$ cat config.mk
export PLATFORM = sky130hd
export DESIGN_NAME = rs_dec_flat
export DESIGN_NICKNAME = d
export VERILOG_FILES = /design/src/rtl/rs_dec_if.sv /design/src/rtl/rs_dec.sv /design/src/flat_wrapper.sv
export SDC_FILE = /design/constraint.sdc
export NUM_CORES = 1
export LEC_CHECK = 0
export ABC_CLOCK_PERIOD_IN_PS = 2910
export CORE_UTILIZATION = 64
export CTS_BUF_LIST = sky130_fd_sc_hd__clkbuf_4 sky130_fd_sc_hd__clkbuf_8
export DETAILED_ROUTE_END_ITERATION = 10
export PLACE_DENSITY = 0.82
export RECOVER_POWER = 50
export SYNTH_ARGS = -nofsm -noshare
export SYNTH_HDL_FRONTEND = slang
export SYNTH_SLANG_ARGS = --single-unit
$ cat constraint.sdc
create_clock -name clk -period 2.91 [get_ports clk]
set_clock_uncertainty 0.1 [all_clocks]
set_input_delay 0.291 -clock clk [delete_from_list [all_inputs] [get_ports clk]]
set_output_delay 0.291 -clock clk [all_outputs]
set_load 0.05 [all_outputs]
$ cat src/rtl/rs_dec_if.sv
// Symbol-stream bus of the RS(10,8) decoder: received symbols in, corrected symbols
// and per-frame status out.
interface rs_dec_if #(
    parameter int SYM_W = 4
);
    logic             in_valid;
    logic             in_sof;
    logic [SYM_W-1:0] x;
    logic             out_valid;
    logic             out_sof;
    logic [SYM_W-1:0] y;
    logic             out_corr;
    logic             out_fail;

    modport master (
        output in_valid, in_sof, x,
        input  out_valid, out_sof, y, out_corr, out_fail
    );

    modport slave (
        input  in_valid, in_sof, x,
        output out_valid, out_sof, y, out_corr, out_fail
    );
endinterface

$ cat src/rtl/rs_dec.sv
// Streaming single-error-correcting RS(10,8) decoder over GF(16): syndromes are built while a
// frame arrives into one bank of a ping-pong buffer, then the frame is replayed with the located symbol fixed.
module rs_dec #(
    parameter int SYM_W = 4,
    parameter int N_SYM = 10,
    parameter int K_SYM = 8
) (
    input  logic    clk,
    input  logic    reset,
    rs_dec_if.slave bus
);
    localparam int         NSYN = N_SYM - K_SYM;
    localparam logic [3:0] LAST = 4'(N_SYM - 1);

    typedef enum logic { IN_HUNT, IN_RECV } in_state_e;
    typedef enum logic { OUT_IDLE, OUT_PLAY } out_state_e;

    // Multiply by alpha in GF(2^4), p(x) = x^4 + x + 1.
    function automatic logic [SYM_W-1:0] mul_a(input logic [SYM_W-1:0] a);
        return {a[SYM_W-2:0], 1'b0} ^ (a[SYM_W-1] ? 4'b0011 : 4'b0000);
    endfunction

    // Constant power k only, so this unrolls into a fixed XOR network.
    function automatic logic [SYM_W-1:0] mul_pow(input logic [SYM_W-1:0] a, input int k);
        logic [SYM_W-1:0] r;
        r = a;
        for (int j = 0; j < 15; j++) begin
            if (j < k) r = mul_a(r);
        end
        return r;
    endfunction

    in_state_e                   in_state_q, in_state_d;
    logic [3:0]                  k_q, k_d;
    logic                        wbank_q, wbank_d;
    logic [NSYN-1:0][SYM_W-1:0]  syn_q, syn_d, syn_acc;
    logic                        wr_en;
    logic [3:0]                  wr_idx;
    logic                        done;

    out_state_e                  out_state_q, out_state_d;
    logic [3:0]                  pidx_q, pidx_d;
    logic                        pbank_q, pbank_d;
    logic [SYM_W-1:0]            v_q, v_d, t_q, t_d, s2_q, s2_d;
    logic                        s1nz_q, s1nz_d;
    logic                        matched_q, matched_d, matched_prev;
    logic                        playing, match, load;
    logic                        rd_bank;
    logic [3:0]                  rd_idx;
    logic [SYM_W-1:0]            rd_q;

    logic                        out_valid_q, out_valid_d;
    logic                        out_sof_q, out_sof_d;
    logic [SYM_W-1:0]            y_q, y_d;
    logic                        out_corr_q, out_corr_d;
    logic                        out_fail_q, out_fail_d;

    logic [SYM_W-1:0]            sym_mem [2][N_SYM];

    // Horner step for syndrome gi+1 (evaluated at alpha^(gi+1)); a start-of-frame symbol restarts from zero.
    generate
        for (genvar gi = 0; gi < NSYN; gi++) begin : g_syn
            assign syn_acc[gi] = (bus.in_sof ? '0 : mul_pow(syn_q[gi], gi + 1)) ^ bus.x;
        end
    endgenerate

    always_comb begin
        in_state_d = in_state_q;
        k_d        = k_q;
        wbank_d    = wbank_q;
        syn_d      = syn_q;
        wr_en      = 1'b0;
        wr_idx     = k_q;
        done       = 1'b0;
        if (bus.in_valid && bus.in_sof) begin
            wr_en      = 1'b1;
            wr_idx     = '0;
            k_d        = 4'd1;
            in_state_d = IN_RECV;
            syn_d      = syn_acc;
        end else if (bus.in_valid && (in_state_q == IN_RECV)) begin
            wr_en = 1'b1;
            syn_d = syn_acc;
            if (k_q == LAST) begin
                done       = 1'b1;
                k_d        = '0;
                in_state_d = IN_HUNT;
                wbank_d    = ~wbank_q;
            end else begin
                k_d = k_q + 4'd1;
            end
        end
    end

    always_ff @(posedge clk or negedge reset) begin
        if (!reset) begin
            in_state_q <= IN_HUNT;
            k_q        <= '0;
            wbank_q    <= 1'b0;
            syn_q      <= '0;
        end else begin
            in_state_q <= in_state_d;
            k_q        <= k_d;
            wbank_q    <= wbank_d;
            syn_q      <= syn_d;
        end
    end

    always_ff @(posedge clk) begin
        if (wr_en) sym_mem[wbank_q][wr_idx] <= bus.x;
        rd_q <= sym_mem[rd_bank][rd_idx];
    end

    // V = S1*alpha^d is compared against S2; T = S1*alpha^-d is the error value at degree d.
    always_comb begin
        out_state_d = out_state_q;
        pidx_d      = pidx_q;
        pbank_d     = pbank_q;
        v_d         = v_q;
        t_d         = t_q;
        s2_d        = s2_q;
        s1nz_d      = s1nz_q;
        load        = 1'b0;
        rd_bank     = pbank_q;
        rd_idx      = (pidx_q == LAST) ? '0 : pidx_q + 4'd1;

        playing      = (out_state_q == OUT_PLAY);
        match        = playing && s1nz_q && (v_q == s2_q);
        matched_prev = (pidx_q != '0) && matched_q;
        matched_d    = playing && (matched_prev || match);
        out_valid_d  = playing;
        out_sof_d    = playing && (pidx_q == '0);
        y_d          = playing ? (rd_q ^ (match ? t_q : '0)) : '0;
        out_corr_d   = match;
        out_fail_d   = playing && (pidx_q == LAST) && (s1nz_q || (s2_q != '0))
                       && !(matched_prev || match);

        case (out_state_q)
            OUT_IDLE: load = done;
            OUT_PLAY: begin
                if (pidx_q == LAST) begin
                    load = done;
                    if (!done) out_state_d = OUT_IDLE;
                end else begin
                    pidx_d = pidx_q + 4'd1;
                    v_d    = mul_pow(v_q, 14);
                    t_d    = mul_pow(t_q, 1);
                end
            end
            default: out_state_d = OUT_IDLE;
        endcase

        // A frame finishing on the last replay cycle reloads directly, giving back-to-back playback.
        if (load) begin
            out_state_d = OUT_PLAY;
            pidx_d      = '0;
            pbank_d     = wbank_q;
            rd_bank     = wbank_q;
            rd_idx      = '0;
            v_d         = mul_pow(syn_acc[0], N_SYM - 1);
            t_d         = mul_pow(syn_acc[0], 15 - ((N_SYM - 1) % 15));
            s2_d        = syn_acc[1];
            s1nz_d      = (syn_acc[0] != '0);
        end
    end

    always_ff @(posedge clk or negedge reset) begin
        if (!reset) begin
            out_state_q <= OUT_IDLE;
            pidx_q      <= '0;
            pbank_q     <= 1'b0;
            v_q         <= '0;
            t_q         <= '0;
            s2_q        <= '0;
            s1nz_q      <= 1'b0;
            matched_q   <= 1'b0;
            out_valid_q <= 1'b0;
            out_sof_q   <= 1'b0;
            y_q         <= '0;
            out_corr_q  <= 1'b0;
            out_fail_q  <= 1'b0;
        end else begin
            out_state_q <= out_state_d;
            pidx_q      <= pidx_d;
            pbank_q     <= pbank_d;
            v_q         <= v_d;
            t_q         <= t_d;
            s2_q        <= s2_d;
            s1nz_q      <= s1nz_d;
            matched_q   <= matched_d;
            out_valid_q <= out_valid_d;
            out_sof_q   <= out_sof_d;
            y_q         <= y_d;
            out_corr_q  <= out_corr_d;
            out_fail_q  <= out_fail_d;
        end
    end

    assign bus.out_valid = out_valid_q;
    assign bus.out_sof   = out_sof_q;
    assign bus.y         = y_q;
    assign bus.out_corr  = out_corr_q;
    assign bus.out_fail  = out_fail_q;
endmodule

$ cat src/flat_wrapper.sv
// flat-port wrapper written by rule: the top's interface ports become plain ports
module rs_dec_flat 
#(
    parameter int SYM_W = 4,
    parameter int N_SYM = 10,
    parameter int K_SYM = 8
)
  (clk, reset, bus_in_valid, bus_in_sof, bus_x, bus_out_valid, bus_out_sof, bus_y, bus_out_corr, bus_out_fail);
  rs_dec_if #(.SYM_W(SYM_W)) bus_i ();
  input  logic clk;
  input  logic reset;
  input wire logic [$bits(bus_i.in_valid)-1:0] bus_in_valid;
  input wire logic [$bits(bus_i.in_sof)-1:0] bus_in_sof;
  input wire logic [$bits(bus_i.x)-1:0] bus_x;
  output wire logic [$bits(bus_i.out_valid)-1:0] bus_out_valid;
  output wire logic [$bits(bus_i.out_sof)-1:0] bus_out_sof;
  output wire logic [$bits(bus_i.y)-1:0] bus_y;
  output wire logic [$bits(bus_i.out_corr)-1:0] bus_out_corr;
  output wire logic [$bits(bus_i.out_fail)-1:0] bus_out_fail;
  assign bus_i.in_valid = bus_in_valid;
  assign bus_i.in_sof = bus_in_sof;
  assign bus_i.x = bus_x;
  assign bus_out_valid = bus_i.out_valid;
  assign bus_out_sof = bus_i.out_sof;
  assign bus_y = bus_i.y;
  assign bus_out_corr = bus_i.out_corr;
  assign bus_out_fail = bus_i.out_fail;
  rs_dec #(.SYM_W(SYM_W), .N_SYM(N_SYM), .K_SYM(K_SYM)) u_core (.clk(clk), .reset(reset), .bus(bus_i));
endmodule
==> impl_metrics.toml, run 1 <==
[die]
rows = 34
dieArea_um2 = 9300
initial_core_util_pct = 65.7
die_y_um = 96.4
die_w_um = 96.4
core-area_um2 = 8680
ios = 16

[sta]
hold_viol_final = 0
tightestPinTransition_ns = 1.11
final-setup-viol-count = 0
fmax_ghz = 0.374
min_period_ns = 2.67
tns_ns = 0
slew_viol_final = 0
relSlewSlack_pct = 26.0
timing.final.crit_share_pct = 91.9
rsz0062_at_grt = "false"
hold_ws_ns = 0.376

[logic_synthesis]
synth_seq_area_share_pct = 61.9
synth_simple_gate_area_share_pct = 13.5
synth_top_family_by_area = "simple AND/OR/NAND/NOR gates"
ys.flop_type = "edfxtp_1"
ys_types = 60
ys_ff_latch = 126
synth_compound_area_share_pct = 10.0
ys.warnings.count = 0
syn_nets = 488
muxShareOfSynthArea_pct = 5.68
synthAdderAreaFrac_pct = 1.32
synth_area_um2 = 5710
synth_edf_count = 80
synth_xor_area_share_pct = 4.61
synth_cells = 474
async_flop_share_pct = 33.3
avgSynthCellArea_um2 = 12.0

[grt]
track_usage_pct = 28.4
grt_max_degree = 43
grt_pass1_vias = 3621
grt_pass1_wl_um = 18600
grt_overflow = 0
antenna_found_initial = 0

[setup_path]
rr_worst_depth = 11
start_kind = "register"
endpoint_kind = "register"
cp.required_ns = 3.17
r2r_slack_ns = 0.24
critPathMaxStageDelay_ns = 0.45
worstSetupPathType = "register to register"
slowest_stage = "dfrtp_1"
path_cells = "inv_1 > ha_1 > nand3b_1 > a211oi_4 > a21oi_4 > inv_2 > buf_4 > nand2_1 > a221oi_1 > o21ai_0 > nand4_1"
crit_arrival_ns = 2.94
worstPathMaxFanout = 13

[cts]
numCtsBuffers = 17
cts_max_level = 4
clk_path_buf_depth = 2
insertion_delay_ns = 0.43
cts_root_buf = "clkbuf_8"
post_cts_resize_count = 0
cts_tree = "yes"
path_clk_slew_ns = 0.07
cts.sinks = 126

[finish]
layout-drive-gt1-share_pct = 12.4
nFillCells = 568
layout-area-overhead-vs-synth_pct = 13.2
layout.nets = 526
ff_latch_area_um2 = 3530
insertedDiodeCount = 0
stdcell_count = 633
multiInputGateArea_um2 = 2000

[placed_design]
gp_congestion = 0.934
port_buffers = 15
dp_hpwl_um = 8530
dp.cells = 599

[run]
maxCapViolCount = 0

[detailed_routing]
drt_iter0_markers = 317
routed_wl_um = 12100
ant_nets = 0
vias = 3887
post_drt_wl_per_cell_um = 19.2
first_pass_iters = 8
drc = 0
via_per_inst = 6.14

[run_status]
status = "complete, no violations"

[pwr]
max-vdd-ir-drop_uv = 568
cellPowerDensity_nw_per_um2 = 1040
p_leak_uw = 0.00248

[min_path]
whs_path_depth = 2
hold_path.class = "register to register"
[synthesized netlist by cell type (all sizes together), types with 6 or more instances]
master | n | area share, %
xnor2 | 17 | 3.1
nor2 | 45 | 3.0
buf | 14 | 1.7
nor2b | 6 | 0.66
ha | 6 | 1.3
inv | 13 | 0.86
mux2i | 29 | 5.1
a21oi | 13 | 1.3
o21ai | 32 | 2.8
o211ai | 7 | 1.3
nand3 | 17 | 1.5
xor2 | 10 | 1.5
nand2 | 72 | 4.7
a211oi | 10 | 1.5
edfxtp | 80 | 42
clkbuf | 6 | 0.39
dfrtp | 42 | 18
[logic make-up (layout without fill, tap and decap cells)]
group                    after synthesis  count (layout)
AO/OA/AOI/OAI                         82              82
buffers and inverters                 34              85
flip-flops                           126             126
adder cells (fa/ha/maj)                6               6
AND/OR/NAND/NOR                      168             168
XOR/XNOR                              27              27
multiplexers                          31              31
[cells in the final DEF, fill, tap and decap left out, drive strengths merged, types with 3 or more instances in the layout]
master          n
clkdlybuf4s50  10
a21oi          13
nor2b           6
nand2          72
o211ai          7
clkbuf         25
a211oi         10
nand3b          5
nor2           45
dfrtp          42
nor4            4
a31oi           3
o31ai           3
buf            18
dfxtp           4
nand4           3
nand3          17
and3b           3
mux2i          29
ha              6
bufinv          3
a221oi          3
dlygate4sd3     5
xnor2          17
clkinv          9
edfxtp         80
nor3            4
o21ai          32
inv            14
xor2           10
[power breakdown]
group / total, uW / internal (uW) / switching [uW]
logic: 2600 / 1020 / 1580
registers: 2550 / 2250 / 299
clock network: 1570 / 870 / 700
total: 6720 / 4150 / 2580
[timing repair]
action,in CTS,in global routing
endpoints found under the hold margin,42,0
hold buffers,1,0
setup buffers,0,1
setup endpoints to repair,0,1
[final timing paths]
| check | from | endpoint |
|---|---|---|
| worst max-delay path | u_core.k_q[1]$_DFFE_PN0N_ | u_core.rd_q[0]$_DFF_P_ |
| min in group asynchronous | reset | u_core.bus.y[1]$_DFF_PN0_ |
| worst min register to register | u_core.syn_q[1]$_DFFE_PN0N_ | u_core.syn_q[1]$_DFFE_PN0N_ |
| max in group asynchronous | reset | u_core.in_state_q$_DFFE_PN0P_ |
| worst min-delay path | u_core.syn_q[1]$_DFFE_PN0N_ | u_core.syn_q[1]$_DFFE_PN0N_ |
| worst max register to register | u_core.k_q[1]$_DFFE_PN0N_ | u_core.rd_q[0]$_DFF_P_ |
[area by class of cell]
class	instances	share of cell area, %
clock buffers	19	3.86
clock inverters	13	2.56
inverters	14	0.814
multi-input cells	314	31.0
flip-flops and latches	126	54.7
well taps	108	2.09
repair buffers	39	4.98
[sequential cells by signal (all words and copies together), names as in the netlist, 4 cells and up]
name            count
u_core.bus.y        4
u_core.k_q          4
u_core.pidx_q       4
u_core.rd_q         4
u_core.s2_q         4
u_core.sym_mem     80
u_core.syn_q        8
u_core.t_q          4
u_core.v_q          4
[per-layer routing]
layer  share of wire (%)  GRT usage [%]  vias up
met3                 6.4           5.71       17
met2                  50           45.9      167
met4                 1.9           10.8        0
li1                    -              -     1792
met1                  42           38.1     1911
met5                   0              0        -
[per-stage QoR]
stage	setup WS, ns	cell area, um2	total power [uW]	utilization, %
2_1_floorplan	0.530	5710	4420	-
3_3_place_gp	0.162	6050	5050	69.7
3_5_place_dp	0.104	6050	5160	69.7
4_1_cts	0.219	6470	6720	74.6
5_1_grt	0.0365	6460	7080	74.4
6_report	0.236	6460	6720	74.4
[worst max-delay path: cells and delay by family (launching register included)]
kind / cells / cell delay (ns)
simple gates: 3 / 0.37
fa+ha+maj: 1 / 0.18
buf+inv: 3 / 0.55
flops: 1 / 0.45
compound gates: 4 / 0.95
(Power assumes the default switching activity.)
==> run 2: changes to the inputs <==
--- a/config.mk
+++ b/config.mk
@@ -6,11 +6,11 @@
 export NUM_CORES = 1
 export LEC_CHECK = 0
 export ABC_CLOCK_PERIOD_IN_PS = 2910
-export CORE_UTILIZATION = 64
-export CTS_BUF_LIST = sky130_fd_sc_hd__clkbuf_4 sky130_fd_sc_hd__clkbuf_8
+export CORE_UTILIZATION = 61
 export DETAILED_ROUTE_END_ITERATION = 10
-export PLACE_DENSITY = 0.82
+export PLACE_DENSITY = 0.79
 export RECOVER_POWER = 50
+export SETUP_SLACK_MARGIN = 0.02
 export SYNTH_ARGS = -nofsm -noshare
 export SYNTH_HDL_FRONTEND = slang
 export SYNTH_SLANG_ARGS = --single-unit
==> run 2 against run 1 <==
Compared with the run above: critical path depth unchanged; total power up 6.7%; die area up 4.8%; non-clock buffer count down 2; core utilization down 0.13 points; sequential power about the same; count of clock-buffer cells in the layout up 1; sequential cell count unchanged; design area up 2.3%; via count up 1.3%; critical path type unchanged; largest cell class unchanged; highest routed layer unchanged.
==> impl_metrics.toml, run 2 (synthesis results as in run 1) <==
[setup_path]
critPathMaxStageDelay_ns = 0.45
crit_arrival_ns = 3.04
path_cells = "inv_1 > ha_1 > nand3b_1 > a211oi_4 > a21oi_4 > inv_2 > buf_4 > nand2_1 > a221oi_1 > nand3_1 > nand4_1"
critPathBufInv = 3
cp.required_ns = 3.26
worstPathMaxFanout = 13
crit_family = "compound AO/OA/AOI/OAI gates"
worstSetupPathType = "register to register"
slowest_stage = "dfrtp_1"
critPathLaunch = "u_core.k_q[1]$_DFFE_PN0N_"
endpoint_kind = "register"
start_kind = "register"
r2r-start = "u_core.k_q[1]$_DFFE_PN0N_"

[grt]
grt_pass1_wl_um = 20400
grt_max_degree = 43
track_usage_pct = 28.3
antenna_found_initial = 0
grt_overflow = 0
grt_pass1_vias = 3922

[cts]
cts_tree = "yes"
path_clk_slew_ns = 0.06
post-cts-setup-buffers = 0
numCtsBuffers = 17
cts_root_buf = "clkbuf_8"
insertion_delay_ns = 0.51
cts.sinks = 126
cts_max_level = 4
clk_path_buf_depth = 2

[sta]
tightestPinTransition_ns = 1.15
timing.final.crit_share_pct = 92.3
hold_viol_final = 0
final-setup-viol-count = 0
fmax_ghz = 0.372
slew_viol_final = 0
relSlewSlack_pct = 23.5
rsz0062_at_grt = "false"
min_period_ns = 2.69
tns_ns = 0

[finish]
fin_area_um2 = 6600
largestRegisters = "u_core.sym_mem x80, u_core.syn_q x8"
layout.nets = 524
largest_register_ffs = 80
regMostFlops = "u_core.sym_mem"
layout-drive-gt1-share_pct = 12.2
final_common_cell = "edfxtp_1"
insertedDiodeCount = 0
layout-area-overhead-vs-synth_pct = 15.7
final_cell_mix = "edfxtp_1, nand2_1, nor2_1, dfrtp_1, o21ai_0"

[placed_design]
port_buffers = 15
gp_congestion = 0.900
place_area_um2 = 6040
dp_hpwl_um = 8510

[detailed_routing]
ant_nets = 0
post_drt_wl_per_cell_um = 20.1
routed_wl_um = 12700
vias = 3937
drc = 0
first_pass_iters = 6
drt_iter0_markers = 408
via_per_inst = 6.24

[pwr]
p_seq_share_pct = 35.8
switching_share_pct = 37.4
pwr-share-comb_pct = 36.3
cellPowerDensity_nw_per_um2 = 1090
p_leak_uw = 0.00253
intPower_uw = 4490
max-vdd-ir-drop_uv = 723
p_clk_share_pct = 27.9
p_sw_uw = 2680

[die]
core-area_um2 = 8890
die_w_um = 98.7
die_y_um = 98.7
ios = 16
initial_core_util_pct = 64.2
rows = 34
dieArea_um2 = 9740

[run]
maxCapViolCount = 0

[min_path]
hp-start = "u_core.syn_q[2]$_DFFE_PN0N_"
hold_path.class = "register to register"

[run_status]
status = "complete, no violations"
-- run 2: power by group through the flow --
stage	clock, uW	combinational (uW)	sequential, uW
after floorplan	0	1810	2610
final	2000	2600	2570
after global routing	2090	2830	2600
after global placement	0	2470	2570
after CTS	2010	2580	2560
after detailed placement	0	2550	2590
-- run 2: path summary, 6_finish.rpt --
path | endpoint | slack [ns] | cells after the start
max | u_core.rd_q[0]$_DFF_P_ | 0.22 | 11
min | u_core.syn_q[2]$_DFFE_PN0N_ | 0.38 | 2
max reg2reg | u_core.rd_q[0]$_DFF_P_ | 0.22 | 11
min reg2reg | u_core.syn_q[2]$_DFFE_PN0N_ | 0.38 | 2
max in group asynchronous | u_core.pidx_q[2]$_DFFE_PN0P_ | 1.68 | 2
min in group asynchronous | u_core.syn_q[5]$_DFFE_PN0N_ | 0.40 | 2
-- run 2: routing by layer --
metal,vias to the layer above,GRT usage [%],part of all wire (%)
met3,32,7.02,8.3
met2,202,44.7,47
met1,1909,37.8,42
met4,0,11.9,2.7
li1,1794,-,-
met5,-,0,0
-- run 2: worst min-delay path, delay by kind of cell, from the launching register on --
family           cells  cell delay (ns)
AO/OA/AOI/OAI        1             0.06
AND/OR/NAND/NOR      1             0.04
flip-flops           1             0.33
-- run 2: what timing repair did --
item | in CTS | in global routing
endpoints found under the setup margin | 0 | 1
hold buffers | 1 | 0
endpoints found under the hold margin | 42 | 0
gates resized for setup | 0 | 1
-- run 2: metrics by stage --
step           hold slack (ns)  cells  power (uW)  utilization (%)  worst slack (ns)
2_1_floorplan           -0.105    474        4420                -             0.530
6_report                 0.377    631        7180             74.3             0.225
5_1_grt                  0.422    631        7520             74.3            0.0254
4_1_cts                  0.377    631        7150             74.5             0.219
3_5_place_dp             0.365    598        5130             67.9            0.0540
3_3_place_gp             0.358    598        5040             67.9             0.122
-- run 2: area by class of cell --
cell class	instances	area (um2)
fillers	536	2290
clock inverters	12	106
clock buffers	20	467
multi-input cells	314	2000
repair buffers	37	307
inverters	14	52.6
well taps	108	135
flip-flops and latches	126	3530
